## src/rtl/alu_exec_unit.sv

```systemverilog
// alu_exec_unit
// Execution unit for the pipelined CPU. It accepts one decoded ALU operation
// per valid/ready handshake. It returns the result, the cf/zf/nf flags and
// the destination tag through a registered output.
// Single-cycle ops load the output register on the accept edge. MUL/MULH run
// an iterative shift-add multiplier for WIDTH enabled cycles.
//
// Ports
//   clock, reset      rising-edge clock, asynchronous active-low reset
//   enable            global advance; 0 freezes every register
//   in_valid/in_ready operation handshake (in_op, in_a, in_b, in_cf, in_tag)
//   out_valid/out_ready result handshake
//   out_result, out_tag, out_wb, out_cf, out_zf, out_nf, out_err
//   busy              multiply in progress
module alu_exec_unit #(
    parameter int WIDTH = 16,
    parameter int TAG_W = 3
) (
    input  logic             clock,
    input  logic             reset,
    input  logic             enable,
    input  logic             in_valid,
    output logic             in_ready,
    input  logic [3:0]       in_op,
    input  logic [WIDTH-1:0] in_a,
    input  logic [WIDTH-1:0] in_b,
    input  logic             in_cf,
    input  logic [TAG_W-1:0] in_tag,
    output logic             out_valid,
    input  logic             out_ready,
    output logic [WIDTH-1:0] out_result,
    output logic [TAG_W-1:0] out_tag,
    output logic             out_wb,
    output logic             out_cf,
    output logic             out_zf,
    output logic             out_nf,
    output logic             out_err,
    output logic             busy
);
    localparam int SW = $clog2(WIDTH);

    localparam logic [3:0] OP_AND = 4'd0,  OP_OR  = 4'd1,  OP_XOR  = 4'd2,
                           OP_ADD = 4'd3,  OP_ADC = 4'd4,  OP_SUB  = 4'd5,
                           OP_SBC = 4'd6,  OP_CMP = 4'd7,  OP_SLL  = 4'd8,
                           OP_SRL = 4'd9,  OP_SRA = 4'd10, OP_MUL  = 4'd11,
                           OP_MULH = 4'd12, OP_PASSB = 4'd13;

    typedef enum logic {S_IDLE, S_MUL} state_t;

    state_t           state;
    logic [SW-1:0]    mul_cnt;
    logic [WIDTH-1:0] mul_a;
    logic [WIDTH-1:0] mul_hi;
    logic [WIDTH-1:0] mul_lo;
    logic             mul_high;
    logic [TAG_W-1:0] mul_tag;

    logic out_free;
    logic accept;
    logic is_mul;

    assign out_free = !out_valid || out_ready;
    assign in_ready = enable && reset && (state == S_IDLE) && out_free;
    assign accept   = in_valid && in_ready;
    assign is_mul   = (in_op == OP_MUL) || (in_op == OP_MULH);
    assign busy     = (state == S_MUL);

    // Single-cycle datapath. The extra MSB of the add/sub vectors holds
    // carry/borrow. The shift vectors carry one extra bit on the side that
    // bits leave, so that bit is the last bit shifted out. With a shift
    // amount of 0 that extra bit stays 0.
    logic [SW-1:0]  shamt;
    logic           cin;
    logic [WIDTH:0] add_w;
    logic [WIDTH:0] sub_w;
    logic [WIDTH:0] sll_w;
    logic [WIDTH:0] srl_w;
    logic [WIDTH:0] sra_w;

    assign shamt = in_b[SW-1:0];
    assign cin   = ((in_op == OP_ADC) || (in_op == OP_SBC)) ? in_cf : 1'b0;
    assign add_w = {1'b0, in_a} + {1'b0, in_b} + {{WIDTH{1'b0}}, cin};
    assign sub_w = {1'b0, in_a} - {1'b0, in_b} - {{WIDTH{1'b0}}, cin};
    assign sll_w = {1'b0, in_a} << shamt;
    assign srl_w = {in_a, 1'b0} >> shamt;
    assign sra_w = $signed({in_a, 1'b0}) >>> shamt;

    logic [WIDTH-1:0] alu_res;
    logic             alu_cf;
    logic             alu_wb;
    logic             alu_err;

    always_comb begin
        alu_res = '0;
        alu_cf  = 1'b0;
        alu_wb  = 1'b1;
        alu_err = 1'b0;
        case (in_op)
            OP_AND:   alu_res = in_a & in_b;
            OP_OR:    alu_res = in_a | in_b;
            OP_XOR:   alu_res = in_a ^ in_b;
            OP_ADD, OP_ADC: begin
                alu_res = add_w[WIDTH-1:0];
                alu_cf  = add_w[WIDTH];
            end
            OP_SUB, OP_SBC, OP_CMP: begin
                alu_res = sub_w[WIDTH-1:0];
                alu_cf  = sub_w[WIDTH];
                alu_wb  = (in_op != OP_CMP);
            end
            OP_SLL: begin
                alu_res = sll_w[WIDTH-1:0];
                alu_cf  = sll_w[WIDTH];
            end
            OP_SRL: begin
                alu_res = srl_w[WIDTH:1];
                alu_cf  = srl_w[0];
            end
            OP_SRA: begin
                alu_res = sra_w[WIDTH:1];
                alu_cf  = sra_w[0];
            end
            OP_PASSB: alu_res = in_b;
            default: begin
                alu_wb  = 1'b0;
                alu_err = 1'b1;
            end
        endcase
    end

    // One shift-add step: {mul_hi, mul_lo} starts as {0, b} and after WIDTH
    // steps holds the full 2*WIDTH-bit product a*b.
    logic [WIDTH:0]   step_sum;
    logic [WIDTH-1:0] step_hi;
    logic [WIDTH-1:0] step_lo;
    logic             mul_last;
    logic             mul_finish;

    assign step_sum   = {1'b0, mul_hi} + (mul_lo[0] ? {1'b0, mul_a} : '0);
    assign step_hi    = step_sum[WIDTH:1];
    assign step_lo    = {step_sum[0], mul_lo[WIDTH-1:1]};
    assign mul_last   = (mul_cnt == SW'(WIDTH - 1));
    // The last step is withheld until the output register can take it.
    assign mul_finish = (state == S_MUL) && mul_last && out_free;

    // Value loaded into the output register. No accept can happen in S_MUL,
    // so the state selects the source.
    logic             ld;
    logic [WIDTH-1:0] ld_res;
    logic             ld_cf;
    logic             ld_wb;
    logic             ld_err;

    assign ld     = (accept && !is_mul) || mul_finish;
    assign ld_res = (state == S_MUL) ? (mul_high ? step_hi : step_lo) : alu_res;
    assign ld_cf  = (state == S_MUL) ? (!mul_high && (step_hi != '0)) : alu_cf;
    assign ld_wb  = (state == S_MUL) ? 1'b1 : alu_wb;
    assign ld_err = (state == S_MUL) ? 1'b0 : alu_err;

    always_ff @(posedge clock or negedge reset) begin
        if (!reset) begin
            state      <= S_IDLE;
            mul_cnt    <= '0;
            mul_a      <= '0;
            mul_hi     <= '0;
            mul_lo     <= '0;
            mul_high   <= 1'b0;
            mul_tag    <= '0;
            out_valid  <= 1'b0;
            out_result <= '0;
            out_tag    <= '0;
            out_wb     <= 1'b0;
            out_cf     <= 1'b0;
            out_zf     <= 1'b0;
            out_nf     <= 1'b0;
            out_err    <= 1'b0;
        end else if (enable) begin
            case (state)
                S_IDLE: begin
                    if (accept && is_mul) begin
                        state    <= S_MUL;
                        mul_cnt  <= '0;
                        mul_a    <= in_a;
                        mul_hi   <= '0;
                        mul_lo   <= in_b;
                        mul_high <= (in_op == OP_MULH);
                        mul_tag  <= in_tag;
                    end
                end
                S_MUL: begin
                    if (!mul_last) begin
                        mul_cnt <= mul_cnt + SW'(1);
                        mul_hi  <= step_hi;
                        mul_lo  <= step_lo;
                    end else if (out_free) begin
                        state <= S_IDLE;
                    end
                end
                default: state <= S_IDLE;
            endcase

            if (ld) begin
                out_valid  <= 1'b1;
                out_result <= ld_res;
                out_tag    <= (state == S_MUL) ? mul_tag : in_tag;
                out_wb     <= ld_wb;
                out_cf     <= ld_err ? 1'b0 : ld_cf;
                out_zf     <= ld_err ? 1'b0 : (ld_res == '0);
                out_nf     <= ld_err ? 1'b0 : ld_res[WIDTH-1];
                out_err    <= ld_err;
            end else if (out_ready) begin
                out_valid <= 1'b0;
            end
        end
    end
endmodule

```

## config.mk

```make
export PLATFORM = sky130hd
export DESIGN_NAME = alu_exec_unit
export DESIGN_NICKNAME = d
export VERILOG_FILES = /design/src/rtl/alu_exec_unit.sv
export SDC_FILE = /design/constraint.sdc
export NUM_CORES = 1
export LEC_CHECK = 0
export CORE_MARGIN = 4
export CORE_UTILIZATION = 61
export DETAILED_ROUTE_END_ITERATION = 12
export GPL_TIMING_DRIVEN = 0
export PLACE_DENSITY_LB_ADDON = 0.1
export SETUP_SLACK_MARGIN = 0.1
export SYNTH_ARGS = -nofsm -noshare
export SYNTH_HDL_FRONTEND = slang
export SYNTH_SLANG_ARGS = --single-unit
```

## constraint.sdc

```tcl
create_clock -name clock -period 4.6 [get_ports clock]
set_clock_uncertainty 0.2 [all_clocks]
set_input_delay 0.92 -clock clock [delete_from_list [all_inputs] [get_ports clock]]
set_output_delay 0.92 -clock clock [all_outputs]
set_load 0.05 [all_outputs]
```

-- Word-level counts from Yosys, hierarchy flattened
Index checks and enable logic that the tools add are counted.
- register bits after elaboration: 82
- input port bits: 45
- output and inout bits: 27
- $add $sub $neg: 6
- equal/unequal tests: 17
- shift operators: 3
- muxes and demuxes: 30
- bitwise logic cells: 4
- reduce and logical (&&, ||, !) cells: 28
- operators with widths (kind ; number):
    16-bit one-hot mux with 9 select lines ; 1
    16-bit two-way mux ; 7
    16-bit one-hot mux with 2 select lines ; 2
    16-bit by 16-bit adder with 17-bit output ; 2
    4-bit equality test, second input constant ; 7
    17-bit by 1-bit adder with 17-bit output ; 1
    16-bit by 4-bit << shifter with 17-bit output ; 1
    17-bit by 4-bit >> shifter with 17-bit output ; 1
    17-bit by 4-bit >>> shifter with 17-bit output ; 1
    16-bit by 16-bit subtractor with 17-bit output ; 1
    17-bit by 1-bit subtractor with 17-bit output ; 1
    16-bit bitwise AND ; 1
    4-bit by 3-bit equality test with 1-bit output, second input constant ; 4
    16-bit logical NOT ; 1
    16-bit bitwise OR ; 1
    16-bit nonzero test ; 1
    16-bit bitwise XOR ; 1
    1-bit two-way mux ; 13
    12-bit OR reduction ; 1
    1-bit logical AND ; 9
    9-bit OR reduction ; 1
    4-bit by 2-bit equality test with 1-bit output, second input constant ; 2
    4-bit two-way mux ; 2
    4-bit one-hot mux with 2 select lines ; 1
    other kinds (17) ; 25

-- Depth between registers and ports, before layout
Gate-level depths: netlist of run 1.
- word-level depth: 8
- depth in mapped cells: 17

-- Worst setup path before layout of run 1
Ideal clock, no wire load.
- path kind: input to register
- from: input port in_op[0]
- to: register out_zf
- library setup time: 122 ps
- arrival: 4254 ps
- setup slack: 24 ps
- stages: 15
- cells stage by stage: buf_2 -> clkbuf_1 -> clkbuf_1 -> nand3b_1 -> fa_1 -> fa_1 -> o21a_1 -> o311a_1 -> a211oi_1 -> o21ai_1 -> or4b_1 -> o2111ai_1 -> a222oi_1 -> nand4bb_1 -> o21ai_1
- word-level cells in the longest chain between the ends: 8
- elaborated cells on any way between the ends: 32
- those cells by class: 2 x add/sub; 13 x eq/ne; 6 x mux; 11 x reduce/logical
- ends and longest elaborated chain (item ; line ; source):
    start, declared ; 24 ; input logic [3:0] in_op,
    4-bit by 3-bit equality test with 1-bit output ; 81, 98 ;
    1-bit logical OR ; 81 ; assign cin = ((in_op == OP_ADC) || (in_op == OP_SBC)) ? in_cf : 1'b0;
    1-bit two-way mux ; 81 ;
    17-bit by 1-bit subtractor with 17-bit output / 17-bit by 1-bit adder with 17-bit output (equally long branches) ; 83, 82 ;
    16-bit one-hot mux with 9 select lines ; 98 ; case (in_op)
    16-bit two-way mux ; 155 ; assign ld_res = (state == S_MUL) ? (mul_high ? step_hi : step_lo) : alu_res;
    16-bit logical NOT ; 208 ; out_zf <= ld_err ? 1'b0 : (ld_res == '0);
    1-bit two-way mux ; 208 ;
    end signal, assigned ; 208 ;
    end, declared ; 35 ; output logic out_zf,
Several ways; a longest one is shown, not always the timed one.
A chain may end at the register's enable or synchronous reset.

-- Worst setup path in the final report of run 1
- from: input port in_b[10]
- to: register out_cf
- word-level cells in the longest chain between the ends: 5
- elaborated cells on any way between the ends: 7
- those cells by class: 4 x add/sub; 3 x mux
- ends and longest elaborated chain (item ; line ; source):
    start, declared ; 26 ; input logic [WIDTH-1:0] in_b,
    16-bit by 16-bit subtractor with 17-bit output / 16-bit by 16-bit adder with 17-bit output (equally long branches) ; 83, 82 ;
    17-bit by 1-bit subtractor with 17-bit output / 17-bit by 1-bit adder with 17-bit output (equally long branches) ; 83, 82 ;
    1-bit one-hot mux with 5 select lines (*) ; 98 ;
    1-bit two-way mux (*) ; 156 ; assign ld_cf = (state == S_MUL) ? (!mul_high && (step_hi != '0)) : alu_cf;
    1-bit two-way mux (*) ; 207 ; out_cf <= ld_err ? 1'b0 : ld_cf;
    end signal, assigned ; 207 ;
    end, declared ; 34 ; output logic out_cf,
Every way passes the cells marked *; elsewhere a longest branch is shown, timed or not.

==> impl_metrics.prom, run 1 <==
# TYPE chip_impl_metric gauge
chip_impl_metric{name="synth_nets",unit=""} 1282
chip_impl_info{name="timing.hold.worst.class",value="input pin to async pin"} 1
chip_impl_metric{name="final_min_period_over_clock_period",unit=""} 0.9772
chip_impl_metric{name="io_pins",unit=""} 72
chip_impl_info{name="tritoncts",value="done"} 1
chip_impl_metric{name="placed_area",unit="sq um"} 10310
chip_impl_metric{name="post_route_cells_drive_above_1_share",unit=""} 0.1409
chip_impl_metric{name="finish.instance_area",unit="sq um"} 11180
chip_impl_metric{name="multiInputGateArea",unit="sq um"} 6977
chip_impl_metric{name="drt_first_pass_iters",unit=""} 9
chip_impl_metric{name="first_pass_grt_wire_length",unit="mm"} 59.23
chip_impl_info{name="worst_setup_path_end_kind",value="flip-flop"} 1
chip_impl_metric{name="numClockSinks",unit=""} 82
chip_impl_metric{name="avgSynthCellArea",unit="sq um"} 8.109
chip_impl_metric{name="initial_antenna_violation_count",unit=""} 1
chip_impl_metric{name="clkSlewWorstSetupHoldPaths",unit="ns"} 0.07
chip_impl_metric{name="crit_path_max_incr_delay",unit="ns"} 0.68
chip_impl_metric{name="cp_data_arrival_time",unit="ns"} 4.50
chip_impl_metric{name="finalSetupTns",unit="ns"} 0
chip_impl_metric{name="worst_hold_check_slack",unit="ns"} 0.2524
chip_impl_metric{name="maximum_number_of_pins_on_one_net_before_global_route_repair",unit=""} 64
chip_impl_metric{name="setup_violations",unit=""} 0
chip_impl_metric{name="fp.dieH",unit="um"} 131.8
chip_impl_metric{name="synth_top_area_share",unit=""} 0.2197
chip_impl_metric{name="grtUsageTotal",unit=""} 0.4377
chip_impl_metric{name="tritoncts.num_buffers",unit=""} 9
chip_impl_metric{name="syn_to_final_growth",unit="%"} 19.65
chip_impl_metric{name="finish.net_count",unit=""} 1395
chip_impl_metric{name="maxClockFrequency",unit="MHz"} 222.5
chip_impl_info{name="slowest_cell_on_crit_path",value="sky130_fd_sc_hd__clkdlybuf4s50_1"} 1
chip_impl_metric{name="std_cell_rows",unit=""} 44
chip_impl_info{name="synth_flop_cell",value="sky130_fd_sc_hd__dfrtp_1"} 1
chip_impl_info{name="path_cells",value="clkdlybuf4s50_1, inv_1, ha_1, ha_1, a21o_2, nand2b_1, nand2_1, o21ai_2, buf_6, nand2_1, a21oi_1, mux2_2, a211oi_2, o41ai_1"} 1
chip_impl_metric{name="post-route-min-period",unit="ns"} 4.495
chip_impl_metric{name="postSynth.asyncResetShare",unit=""} 1.000
chip_impl_metric{name="route.final.wire_length",unit="mm"} 39.27
chip_impl_metric{name="fp.dieArea",unit="sq um"} 17360
chip_impl_metric{name="overflow",unit=""} 0
chip_impl_metric{name="remaining_drc_errors",unit=""} 0
chip_impl_info{name="start_kind",value="input pin"} 1
chip_impl_metric{name="gate_count_post_synth",unit=""} 1152
chip_impl_metric{name="diodes",unit=""} 0
chip_impl_metric{name="critical_path_peak_fanout",unit=""} 5
chip_impl_metric{name="synth-edff-count",unit=""} 0
chip_impl_metric{name="die_w",unit="um"} 131.8
chip_impl_info{name="grt_setup_unrepaired",value="yes"} 1
chip_impl_metric{name="clk_latency",unit="ns"} 0.35
chip_impl_metric{name="initial_utilization",unit=""} 0.6331
chip_impl_metric{name="wl_per_cell",unit="um"} 27.01
chip_impl_metric{name="netlist_area",unit="sq um"} 9341
chip_impl_metric{name="initialDrtViolationCount",unit=""} 1806
chip_impl_metric{name="htreeDepth",unit=""} 3
chip_impl_metric{name="core_area",unit="sq um"} 14750
chip_impl_info{name="timing.setup.critical_path_class",value="input pin to flip-flop"} 1
chip_impl_metric{name="worst_slew_margin_rel",unit=""} 0.2601
chip_impl_metric{name="grt_pass1_vias",unit=""} 10380
chip_impl_metric{name="clockBufferDepth",unit=""} 2
chip_impl_metric{name="yosys_warnings",unit=""} 0
chip_impl_metric{name="numPortBuffers",unit=""} 70
chip_impl_metric{name="leakage_power_figure",unit="nW"} 4.935
chip_impl_info{name="yosys-top-cells-area",value="sky130_fd_sc_hd__dfrtp_1 22%, sky130_fd_sc_hd__ha_1 11%, sky130_fd_sc_hd__o21ai_0 5.5%"} 1
chip_impl_info{name="netlist.top_cell.by_area",value="sky130_fd_sc_hd__dfrtp_1"} 1
chip_impl_metric{name="power.density",unit="nW/um^2"} 432.0
chip_impl_metric{name="hold_buffers",unit=""} 0
chip_impl_metric{name="hpwl",unit="mm"} 29.39
chip_impl_metric{name="power.total",unit="mW"} 4.828
chip_impl_metric{name="hold_violations",unit=""} 0
chip_impl_metric{name="slew_of_the_pin_with_the_lowest_slew_margin",unit="ns"} 1.110
chip_impl_metric{name="ys_seq_area_frac",unit=""} 0.2197
chip_impl_metric{name="final_critical_path_setup_slack",unit="ns"} 0.1049
chip_impl_metric{name="worst-endpoint-required",unit="ns"} 4.60
chip_impl_metric{name="footprint_of_the_flip_flops_and_latches",unit="sq um"} 2052
chip_impl_metric{name="gp_routability_congestion",unit=""} 1.061
chip_impl_info{name="run_status",value="finished clean"} 1
chip_impl_metric{name="cap_violations",unit=""} 0
chip_impl_metric{name="final-max-slew-violation-count",unit=""} 0
chip_impl_metric{name="num_vias",unit=""} 10800
chip_impl_metric{name="routed_via_density",unit=""} 7.424
chip_impl_metric{name="dp_slack",unit="ns"} -1.693
chip_impl_metric{name="antenna_violating_nets_post_route",unit=""} 0
chip_impl_metric{name="fillerInstances",unit=""} 1077
chip_impl_metric{name="power.ir.vdd_worst",unit="mV"} 0.3639
chip_impl_metric{name="post_synth_num_cell_types",unit=""} 81
chip_impl_info{name="clk_root_buffer_cell",value="sky130_fd_sc_hd__clkbuf_16"} 1
chip_impl_metric{name="synth-seq-cells",unit=""} 82
## repair_timing
| action | in CTS | in global routing |
|---|---|---|
| setup buffers | 15 | 19 |
| pin swaps | 17 | 16 |
| endpoints found under the setup margin | 18 | 8 |
| resized for setup | 92 | 62 |
## stage by stage
step | cells | utilization
final | 1454 | 0.7575
after global routing | 1454 | 0.7575
after CTS | 1437 | 0.7415
after detailed placement | 1407 | 0.6986
after global placement | 1406 | 0.6969
after floorplan | 1152 | -
## path summary, 6_finish.rpt
kind                       depth (start not counted)       from            end  slack [ns]
setup / recovery                                  14   in_b[10]         out_cf        0.10
hold / removal                                     1      reset      mul_hi[2]        0.25
setup reg to reg                                  13  mul_lo[0]         out_zf        0.19
hold reg to reg                                    2   mul_a[1]       mul_a[1]        0.27
max in group asynchronous                          2      reset  out_result[7]        3.33
min in group clock                                 2   mul_a[1]       mul_a[1]        0.27
## layout make-up
cell class                      count  area share
Clock inverter                      7    0.006605
Buffer                             65     0.03414
Clock buffer                        9     0.02015
Multi-Input combinational cell    938      0.6242
Inverter                           64     0.02295
Tap cell                          184     0.02060
Sequential cell                    82      0.1836
Timing Repair Buffer              105     0.08776
## logic make-up (layout without fill, tap and decap cells)
family / count (synthesis) / count (layout) / synth area share
AND/OR/NAND/NOR: 375 / 375 / 0.1960
AO/OA/AOI/OAI: 354 / 354 / 0.2499
buffers and inverters: 132 / 250 / 0.05679
multiplexers: 92 / 92 / 0.1298
adder cells (fa/ha/maj): 85 / 85 / 0.1179
flip-flops: 82 / 82 / 0.2197
XOR/XNOR: 32 / 32 / 0.03000
## Yosys cell counts, drive strengths merged, types with 7 or more instances
cell and number:
o211ai 18, nor2 74, mux4 19, dfrtp 82, o31ai 9, a211oi 20
nand3b 9, xor2 13, buf 19, a22oi 7, xnor2 19, o21ai 106
nand3 34, a31oi 9, o21a 13, nand4 12, ha 80, inv 62
and3 8, and2 23, nor2b 14, nor3 20, mux2 28, mux2i 45
a21o 18, clkbuf 49, a21oi 63, a2111oi 7, or2 7, o22ai 15
nand2 136
## state kept, by name, summed over array words and instances (netlist names), 3 cells and up
| name | flops |
|---|---|
| mul_cnt | 4 |
| out_result | 16 |
| mul_a | 16 |
| mul_hi | 16 |
| mul_lo | 16 |
| mul_tag | 3 |
| out_tag | 3 |
## layout by cell type (no fill, tap or decap), drive strengths merged, types with 7 or more instances in the layout
cell type,synthesis,layout
nand2,136,136
o21ai,106,106
dfrtp,82,82
ha,80,80
nor2,74,74
a21oi,63,63
inv,62,62
buf,19,61
clkbuf,49,57
clkdlybuf4s50,0,48
mux2i,45,45
nand3,34,34
mux2,28,28
and2,23,23
nor3,20,20
a211oi,20,20
xnor2,19,19
mux4,19,19
o211ai,18,18
a21o,18,18
o22ai,15,15
nor2b,14,14
o21a,13,13
xor2,13,13
nand4,12,12
nand3b,9,9
a31oi,9,9
o31ai,9,9
dlymetal6s2s,0,8
and3,8,8
or2,7,7
a22oi,7,7
a2111oi,7,7
## worst max-delay path, delay by kind of cell
family | cells | cell delay (ns)
AOI/OAI and AO/OA | 5 | 1.12
adders and majority gates | 2 | 0.75
buffers and inverters | 3 | 0.91
muxes | 1 | 0.36
and+or+nand+nor | 3 | 0.43
## per-layer routing
layer	wire length, um	GRT usage	vias up
met4	3283	0.2730	2
met5	13	0	-
met2	16810	0.6825	995
li1	-	-	4499
met3	5630	0.1439	294
met1	13530	0.5237	5005
## where the power goes
group          switching [mW]  internal, mW
clock                   0.355         0.383
sequential              0.193         0.985
combinational            1.88          1.03
total                    2.43          2.39
Note: power is estimated with default switching activity, not from simulation.
==> run 2: changes to the inputs <==
- CORE_UTILIZATION: 61 -> 55
- clock period: 4.6 -> 4.1 ns (I/O delays scaled with it)
==> run 2 against run 1 <==
The run now ends with negative setup slack left; via count fell by 3.9%; combinational power up 14%; first-iteration DRC count decreased by 37%; hold slack got worse by 0.044 ns; sequential share of layout area shrank 0.48 points; setup slack lost 0.25 ns; die area grew 10%; total power rose by 16%; wire length increased by 0.13%; register-to-register slack worse by 0.09 ns; core utilization down 6.8 points; count of clock-buffer cells in the layout unchanged.
==> impl_metrics.prom, run 2 (synthesis gave the netlist of run 1 again) <==
# TYPE chip_impl_metric gauge
chip_impl_metric{name="core_area",unit="sq um"} 16640
chip_impl_info{name="violations_in_the_final_reports",value="negative setup slack"} 1
chip_impl_info{name="tritoncts",value="done"} 1
chip_impl_metric{name="clockBufferDepth",unit=""} 2
chip_impl_metric{name="cp_data_arrival_time",unit="ns"} 4.29
chip_impl_info{name="clk_root_buffer_cell",value="sky130_fd_sc_hd__clkbuf_16"} 1
chip_impl_metric{name="final_critical_path_setup_slack",unit="ns"} -0.1469
chip_impl_metric{name="reg2reg_setup_slack",unit="ns"} 0.10
chip_impl_metric{name="clkSlewWorstSetupHoldPaths",unit="ns"} 0.07
chip_impl_metric{name="std_cell_rows",unit=""} 47
chip_impl_metric{name="htreeDepth",unit=""} 3
chip_impl_metric{name="path_buf_inv",unit=""} 3
chip_impl_metric{name="post_route_cells_drive_above_1_share",unit=""} 0.1651
chip_impl_metric{name="power.ir.vdd_worst",unit="mV"} 0.3873
chip_impl_metric{name="worst-endpoint-required",unit="ns"} 4.14
chip_impl_info{name="timing.hold.worst.class",value="input pin to async pin"} 1
chip_impl_metric{name="fillerInstances",unit=""} 1379
chip_impl_info{name="r2r-end",value="out_zf"} 1
chip_impl_metric{name="grtUsageTotal",unit=""} 0.3949
chip_impl_metric{name="use_met2",unit=""} 0.6280
chip_impl_metric{name="final-instance-count-excl-fill",unit=""} 1492
chip_impl_metric{name="placed_cells_incl_taps",unit=""} 1443
chip_impl_metric{name="maxClockFrequency",unit="MHz"} 235.5
chip_impl_metric{name="num_vias",unit=""} 10380
chip_impl_info{name="run_status",value="complete, but fails checks"} 1
chip_impl_metric{name="io_pins",unit=""} 72
chip_impl_metric{name="postLayoutCoreUtil",unit=""} 0.6898
chip_impl_metric{name="initialDrtViolationCount",unit=""} 1142
chip_impl_info{name="crit_family",value="compound AO/OA/AOI/OAI gates"} 1
chip_impl_metric{name="diodes",unit=""} 0
chip_impl_metric{name="numClockSinks",unit=""} 82
chip_impl_info{name="final_cell_mix",value="134 x sky130_fd_sc_hd__nand2_1, 98 x sky130_fd_sc_hd__o21ai_0, 82 x sky130_fd_sc_hd__dfrtp_1"} 1
chip_impl_info{name="most_common_library_cell_in_the_layout_ignoring_fill_and_taps",value="sky130_fd_sc_hd__nand2_1"} 1
chip_impl_metric{name="grt_pass1_vias",unit=""} 9823
chip_impl_metric{name="overflow",unit=""} 0
chip_impl_info{name="timing.rr.start",value="mul_lo[0]"} 1
chip_impl_metric{name="power.density",unit="nW/um^2"} 486.0
chip_impl_metric{name="drt_first_pass_iters",unit=""} 7
chip_impl_metric{name="critical_path_peak_fanout",unit=""} 6
chip_impl_metric{name="initial_antenna_violation_count",unit=""} 0
chip_impl_info{name="slowest_cell_on_crit_path",value="sky130_fd_sc_hd__or4b_4"} 1
chip_impl_metric{name="final_min_period_over_clock_period",unit=""} 1.036
chip_impl_metric{name="finish.net_count",unit=""} 1397
chip_impl_info{name="worst_setup_path_end_kind",value="flip-flop"} 1
chip_impl_metric{name="post-route-min-period",unit="ns"} 4.247
chip_impl_metric{name="hold_violations",unit=""} 0
chip_impl_info{name="gr-max-usage-layer",value="met2"} 1
chip_impl_metric{name="crit_path_max_incr_delay",unit="ns"} 0.51
chip_impl_metric{name="rr_worst_depth",unit=""} 12
chip_impl_metric{name="setup_violations",unit=""} 2
chip_impl_metric{name="worst_slew_margin_rel",unit=""} 0.1281
chip_impl_metric{name="power.total",unit="mW"} 5.580
chip_impl_metric{name="leakage_power_figure",unit="nW"} 5.102
chip_impl_info{name="grt_setup_unrepaired",value="yes"} 1
chip_impl_metric{name="hpwl",unit="mm"} 29.70
chip_impl_metric{name="hold_buffers",unit=""} 0
chip_impl_info{name="path_cells",value="buf_8, nor2b_4, nand3b_1, fa_2, fa_2, o21a_1, o311a_1, a211oi_2, buf_4, o21ai_4, or4b_4, o2111ai_4, a222oi_1, buf_4, nand4bb_1, o21ai_1"} 1
chip_impl_metric{name="fp.dieH",unit="um"} 138.3
chip_impl_metric{name="wl_per_cell",unit="um"} 26.35
chip_impl_metric{name="fp.dieArea",unit="sq um"} 19130
chip_impl_metric{name="finish.instance_area",unit="sq um"} 11480
chip_impl_metric{name="die_w",unit="um"} 138.3
chip_impl_info{name="start_kind",value="input pin"} 1
chip_impl_metric{name="clk_latency",unit="ns"} 0.36
chip_impl_metric{name="final-max-slew-violation-count",unit=""} 0
chip_impl_metric{name="gp_routability_congestion",unit=""} 1.104
chip_impl_metric{name="syn_to_final_growth",unit="%"} 22.89
chip_impl_metric{name="first_pass_grt_wire_length",unit="mm"} 59.18
chip_impl_info{name="timing.setup.critical_path_class",value="input pin to flip-flop"} 1
chip_impl_metric{name="maximum_number_of_pins_on_one_net_before_global_route_repair",unit=""} 50
chip_impl_metric{name="placed_area",unit="sq um"} 10390
chip_impl_metric{name="antenna_violating_nets_post_route",unit=""} 0
chip_impl_metric{name="cap_violations",unit=""} 0
chip_impl_metric{name="routed_via_density",unit=""} 6.954
chip_impl_metric{name="met1_usage",unit=""} 0.4952
chip_impl_metric{name="initial_utilization",unit=""} 0.5613
chip_impl_metric{name="dp_slack",unit="ns"} -1.653
chip_impl_metric{name="remaining_drc_errors",unit=""} 0
chip_impl_metric{name="route.final.wire_length",unit="mm"} 39.32
chip_impl_metric{name="grt.met3_usage",unit=""} 0.08840
chip_impl_metric{name="slew_of_the_pin_with_the_lowest_slew_margin",unit="ns"} 1.308
chip_impl_metric{name="numPortBuffers",unit=""} 70
chip_impl_metric{name="tritoncts.num_buffers",unit=""} 9
## run 2: worst max path at each step
stage             start     end  cells after the start
3_5_place_dp    in_b[2]  out_zf                     15
2_1_floorplan  in_op[0]  out_zf                     15
4_1_cts        in_op[0]  out_zf                     18
6_report       in_op[2]  out_zf                     16
5_1_grt        in_op[2]  out_zf                     16
3_3_place_gp      reset  out_zf                     10
## run 2: area by class of cell
class / count / area, sq um / area share
multi-input cells: 938 / 7139 / 0.6219
flip-flops and latches: 82 / 2052 / 0.1787
repair buffers: 107 / 1031 / 0.08981
plain buffers: 65 / 397.9 / 0.03466
well taps: 220 / 275.3 / 0.02398
inverters: 64 / 254.0 / 0.02213
clock buffers: 9 / 225.2 / 0.01962
clock inverters: 7 / 105.1 / 0.009155
## run 2: report_power, final
part | switching [mW] | leakage [nW] | total, mW | internal (mW)
logic | 2.11 | 3.89 | 3.33 | 1.21
registers | 0.214 | 1.05 | 1.32 | 1.10
clock network | 0.390 | 0.159 | 0.935 | 0.545
total | 2.72 | 5.10 | 5.58 | 2.86
## run 2: through the flow
stage          hold slack, ns  setup TNS (ns)
3_3_place_gp           0.2535         -269.63
3_5_place_dp           0.2652          -21.52
5_1_grt                0.2472         -0.3409
4_1_cts                0.2320          -1.012
2_1_floorplan          0.2418        -0.08592
6_report               0.2081         -0.2066
## run 2: repair_timing
item / in CTS / in global routing
pin swaps: 22 / 24
resized for setup: 95 / 115
setup endpoints to repair: 19 / 34
hold endpoints to repair: 0 / 0
cloned: 0 / 1
buffers inserted: 16 / 18
## run 2: worst reg2reg max path: cells and delay by family, from the launching register on
| kind | cells | cell delay [ns] |
|---|---|---|
| buffers and inverters | 1 | 0.23 |
| and+or+nand+nor | 3 | 0.60 |
| DFF | 1 | 0.48 |
| adders and majority gates | 1 | 0.37 |
| AOI/OAI and AO/OA | 7 | 2.02 |
## run 2: per-layer routing
metal	up-vias	share of wire
met4	0	0.073
met3	192	0.11
met5	-	0
met2	725	0.45
met1	4940	0.37
li1	4519	-
==> run 3: changes to the inputs <==
- CORE_UTILIZATION: 55 -> 50
==> run 3 against run 2 <==
The flow still finishes with violations (negative setup slack); count of clock-buffer cells in the layout is the same; via count decreased by 1.6%; setup slack worse by 0.025 ns; global-route usage is 1.4 points lower; sequential power barely moved; critical path type unchanged; critical endpoint unchanged.
==> impl_metrics.prom, run 3 (synthesis gave the netlist of run 1 again) <==
# TYPE chip_impl_metric gauge
chip_impl_metric{name="tritoncts.num_buffers",unit=""} 9
chip_impl_metric{name="io_pins",unit=""} 72
chip_impl_metric{name="final-max-slew-violation-count",unit=""} 0
chip_impl_info{name="tritoncts",value="done"} 1
chip_impl_metric{name="grtUsageTotal",unit=""} 0.3806
chip_impl_metric{name="initial_utilization",unit=""} 0.5148
chip_impl_metric{name="core_area",unit="sq um"} 18150
chip_impl_metric{name="worst_hold_check_slack",unit="ns"} 0.1721
chip_impl_metric{name="path_buf_inv",unit=""} 5
chip_impl_metric{name="final_min_period_over_clock_period",unit=""} 1.042
chip_impl_metric{name="clkSlewWorstSetupHoldPaths",unit="ns"} 0.07
chip_impl_metric{name="finalSetupTns",unit="ns"} -0.3470
chip_impl_metric{name="routed_via_density",unit=""} 6.810
chip_impl_metric{name="num_vias",unit=""} 10210
chip_impl_info{name="critPathLaunch",value="in_b[2]"} 1
chip_impl_metric{name="initialDrtViolationCount",unit=""} 1048
chip_impl_metric{name="hold_violations",unit=""} 0
chip_impl_info{name="grt_setup_unrepaired",value="yes"} 1
chip_impl_metric{name="initial_antenna_violation_count",unit=""} 0
chip_impl_metric{name="finish.net_count",unit=""} 1394
chip_impl_metric{name="fillerInstances",unit=""} 1581
chip_impl_metric{name="crit_path_max_incr_delay",unit="ns"} 0.60
chip_impl_metric{name="htreeDepth",unit=""} 3
chip_impl_metric{name="std_cell_rows",unit=""} 49
chip_impl_metric{name="finish.instance_area",unit="sq um"} 11330
chip_impl_metric{name="grt_pass1_vias",unit=""} 9609
chip_impl_info{name="timing.rr.start",value="mul_lo[0]"} 1
chip_impl_metric{name="fp.dieH",unit="um"} 144.7
chip_impl_metric{name="post-route-min-period",unit="ns"} 4.272
chip_impl_info{name="crit_path_end",value="out_zf"} 1
chip_impl_metric{name="route.final.wire_length",unit="mm"} 40.43
chip_impl_metric{name="numPortBuffers",unit=""} 70
chip_impl_metric{name="footprint_of_the_flip_flops_and_latches",unit="sq um"} 2052
chip_impl_info{name="timing.hold.worst.class",value="input pin to async pin"} 1
chip_impl_info{name="crit_family",value="buffers and inverters"} 1
chip_impl_info{name="clk_root_buffer_cell",value="sky130_fd_sc_hd__clkbuf_16"} 1
chip_impl_info{name="violations_in_the_final_reports",value="negative setup slack"} 1
chip_impl_metric{name="power.ir.vdd_worst",unit="mV"} 0.2697
chip_impl_metric{name="postLayoutCoreUtil",unit=""} 0.6244
chip_impl_metric{name="gp_routability_congestion",unit=""} 1.030
chip_impl_metric{name="rr_worst_depth",unit=""} 12
chip_impl_metric{name="final_critical_path_setup_slack",unit="ns"} -0.1717
chip_impl_metric{name="maximum_number_of_pins_on_one_net_before_global_route_repair",unit=""} 61
chip_impl_metric{name="dp_slack",unit="ns"} -1.776
chip_impl_metric{name="crit_cells",unit=""} 15
chip_impl_metric{name="multiInputGateArea",unit="sq um"} 7082
chip_impl_metric{name="numClockSinks",unit=""} 82
chip_impl_metric{name="die_w",unit="um"} 144.7
chip_impl_metric{name="cp_data_arrival_time",unit="ns"} 4.34
chip_impl_info{name="r2r-end",value="out_zf"} 1
chip_impl_metric{name="post_route_cells_drive_above_1_share",unit=""} 0.1521
chip_impl_info{name="worst_setup_path_end_kind",value="flip-flop"} 1
chip_impl_metric{name="maxClockFrequency",unit="MHz"} 234.1
chip_impl_metric{name="cap_violations",unit=""} 0
chip_impl_info{name="path_cells",value="clkdlybuf4s50_1, buf_4, inv_2, buf_6, ha_4, nor2b_2, o2111ai_1, and3_4, o31ai_4, mux2i_2, o2111ai_4, a222oi_1, buf_4, nand4bb_1, o21ai_1"} 1
chip_impl_metric{name="placed_area",unit="sq um"} 10420
chip_impl_metric{name="reg2reg_setup_slack",unit="ns"} 0.15
chip_impl_metric{name="setup_violations",unit=""} 3
chip_impl_metric{name="overflow",unit=""} 0
chip_impl_metric{name="worst-endpoint-required",unit="ns"} 4.17
chip_impl_info{name="final_cell_mix",value="136 x sky130_fd_sc_hd__nand2_1, 97 x sky130_fd_sc_hd__o21ai_0, 82 x sky130_fd_sc_hd__dfrtp_1"} 1
chip_impl_info{name="run_status",value="complete, but fails checks"} 1
chip_impl_info{name="start_kind",value="input pin"} 1
chip_impl_metric{name="clockBufferDepth",unit=""} 2
chip_impl_metric{name="antenna_violating_nets_post_route",unit=""} 0
chip_impl_metric{name="syn_to_final_growth",unit="%"} 21.31
chip_impl_metric{name="fp.dieArea",unit="sq um"} 20930
chip_impl_metric{name="clk_latency",unit="ns"} 0.35
chip_impl_metric{name="leakage_power_figure",unit="nW"} 4.950
chip_impl_info{name="most_common_library_cell_in_the_layout_ignoring_fill_and_taps",value="sky130_fd_sc_hd__nand2_1"} 1
chip_impl_metric{name="wl_per_cell",unit="um"} 26.97
chip_impl_metric{name="drt_first_pass_iters",unit=""} 5
chip_impl_metric{name="remaining_drc_errors",unit=""} 0
chip_impl_metric{name="power.density",unit="nW/um^2"} 475.9
chip_impl_metric{name="hpwl",unit="mm"} 31.33
chip_impl_metric{name="first_pass_grt_wire_length",unit="mm"} 59.21
chip_impl_info{name="timing.setup.critical_path_class",value="input pin to flip-flop"} 1
chip_impl_info{name="slowest_cell_on_crit_path",value="sky130_fd_sc_hd__clkdlybuf4s50_1"} 1
chip_impl_metric{name="critical_path_peak_fanout",unit=""} 10
chip_impl_info{name="path_common_cell",value="sky130_fd_sc_hd__buf_4"} 1
chip_impl_metric{name="worst_slew_margin_rel",unit=""} 0.1680
chip_impl_metric{name="slew_of_the_pin_with_the_lowest_slew_margin",unit="ns"} 1.248
[run 3: area by class of cell]
type	count	share of cell area
inverter	64	0.02230
multi-input combinational	938	0.6249
tap	229	0.02528
sequential	82	0.1811
clock inverter	7	0.005300
antenna	1	0.0002208
timing repair buffer	104	0.08524
clock buffer	9	0.01987
buffer	65	0.03577
[run 3: timing repair]
item / CTS / global route
resized for setup: 94 / 86
setup endpoints to repair: 19 / 17
hold buffers: 0 / 0
setup buffers: 11 / 21
pin swaps: 19 / 23
[run 3: worst min path at each step]
stage / end / depth (start not counted)
after floorplan: mul_a[15] / 2
after global placement: mul_a[15] / 2
after detailed placement: mul_a[15] / 2
after CTS: mul_hi[2] / 1
after global routing: mul_hi[0] / 1
final: mul_hi[0] / 1
[run 3: per-layer routing]
metal,track usage,share of wire,up-vias
li1,-,-,4484
met2,0.6133,0.46,661
met1,0.4753,0.38,4898
met3,0.07493,0.097,165
met5,0,0,-
met4,0.2214,0.071,0
[run 3: stage by stage]
| stage | std cells | power (mW) |
|---|---|---|
| 3_3_place_gp | 1451 | 4.301 |
| 3_5_place_dp | 1453 | 4.349 |
| 6_report | 1499 | 5.392 |
| 4_1_cts | 1479 | 5.225 |
| 5_1_grt | 1498 | 5.656 |
| 2_1_floorplan | 1152 | 3.260 |
[run 3: where the power goes]
group | total (mW) | switching, mW | internal, mW
Sequential | 1.32 | 0.214 | 1.10
Clock | 0.800 | 0.380 | 0.420
Combinational | 3.27 | 2.09 | 1.18
Total | 5.39 | 2.69 | 2.71
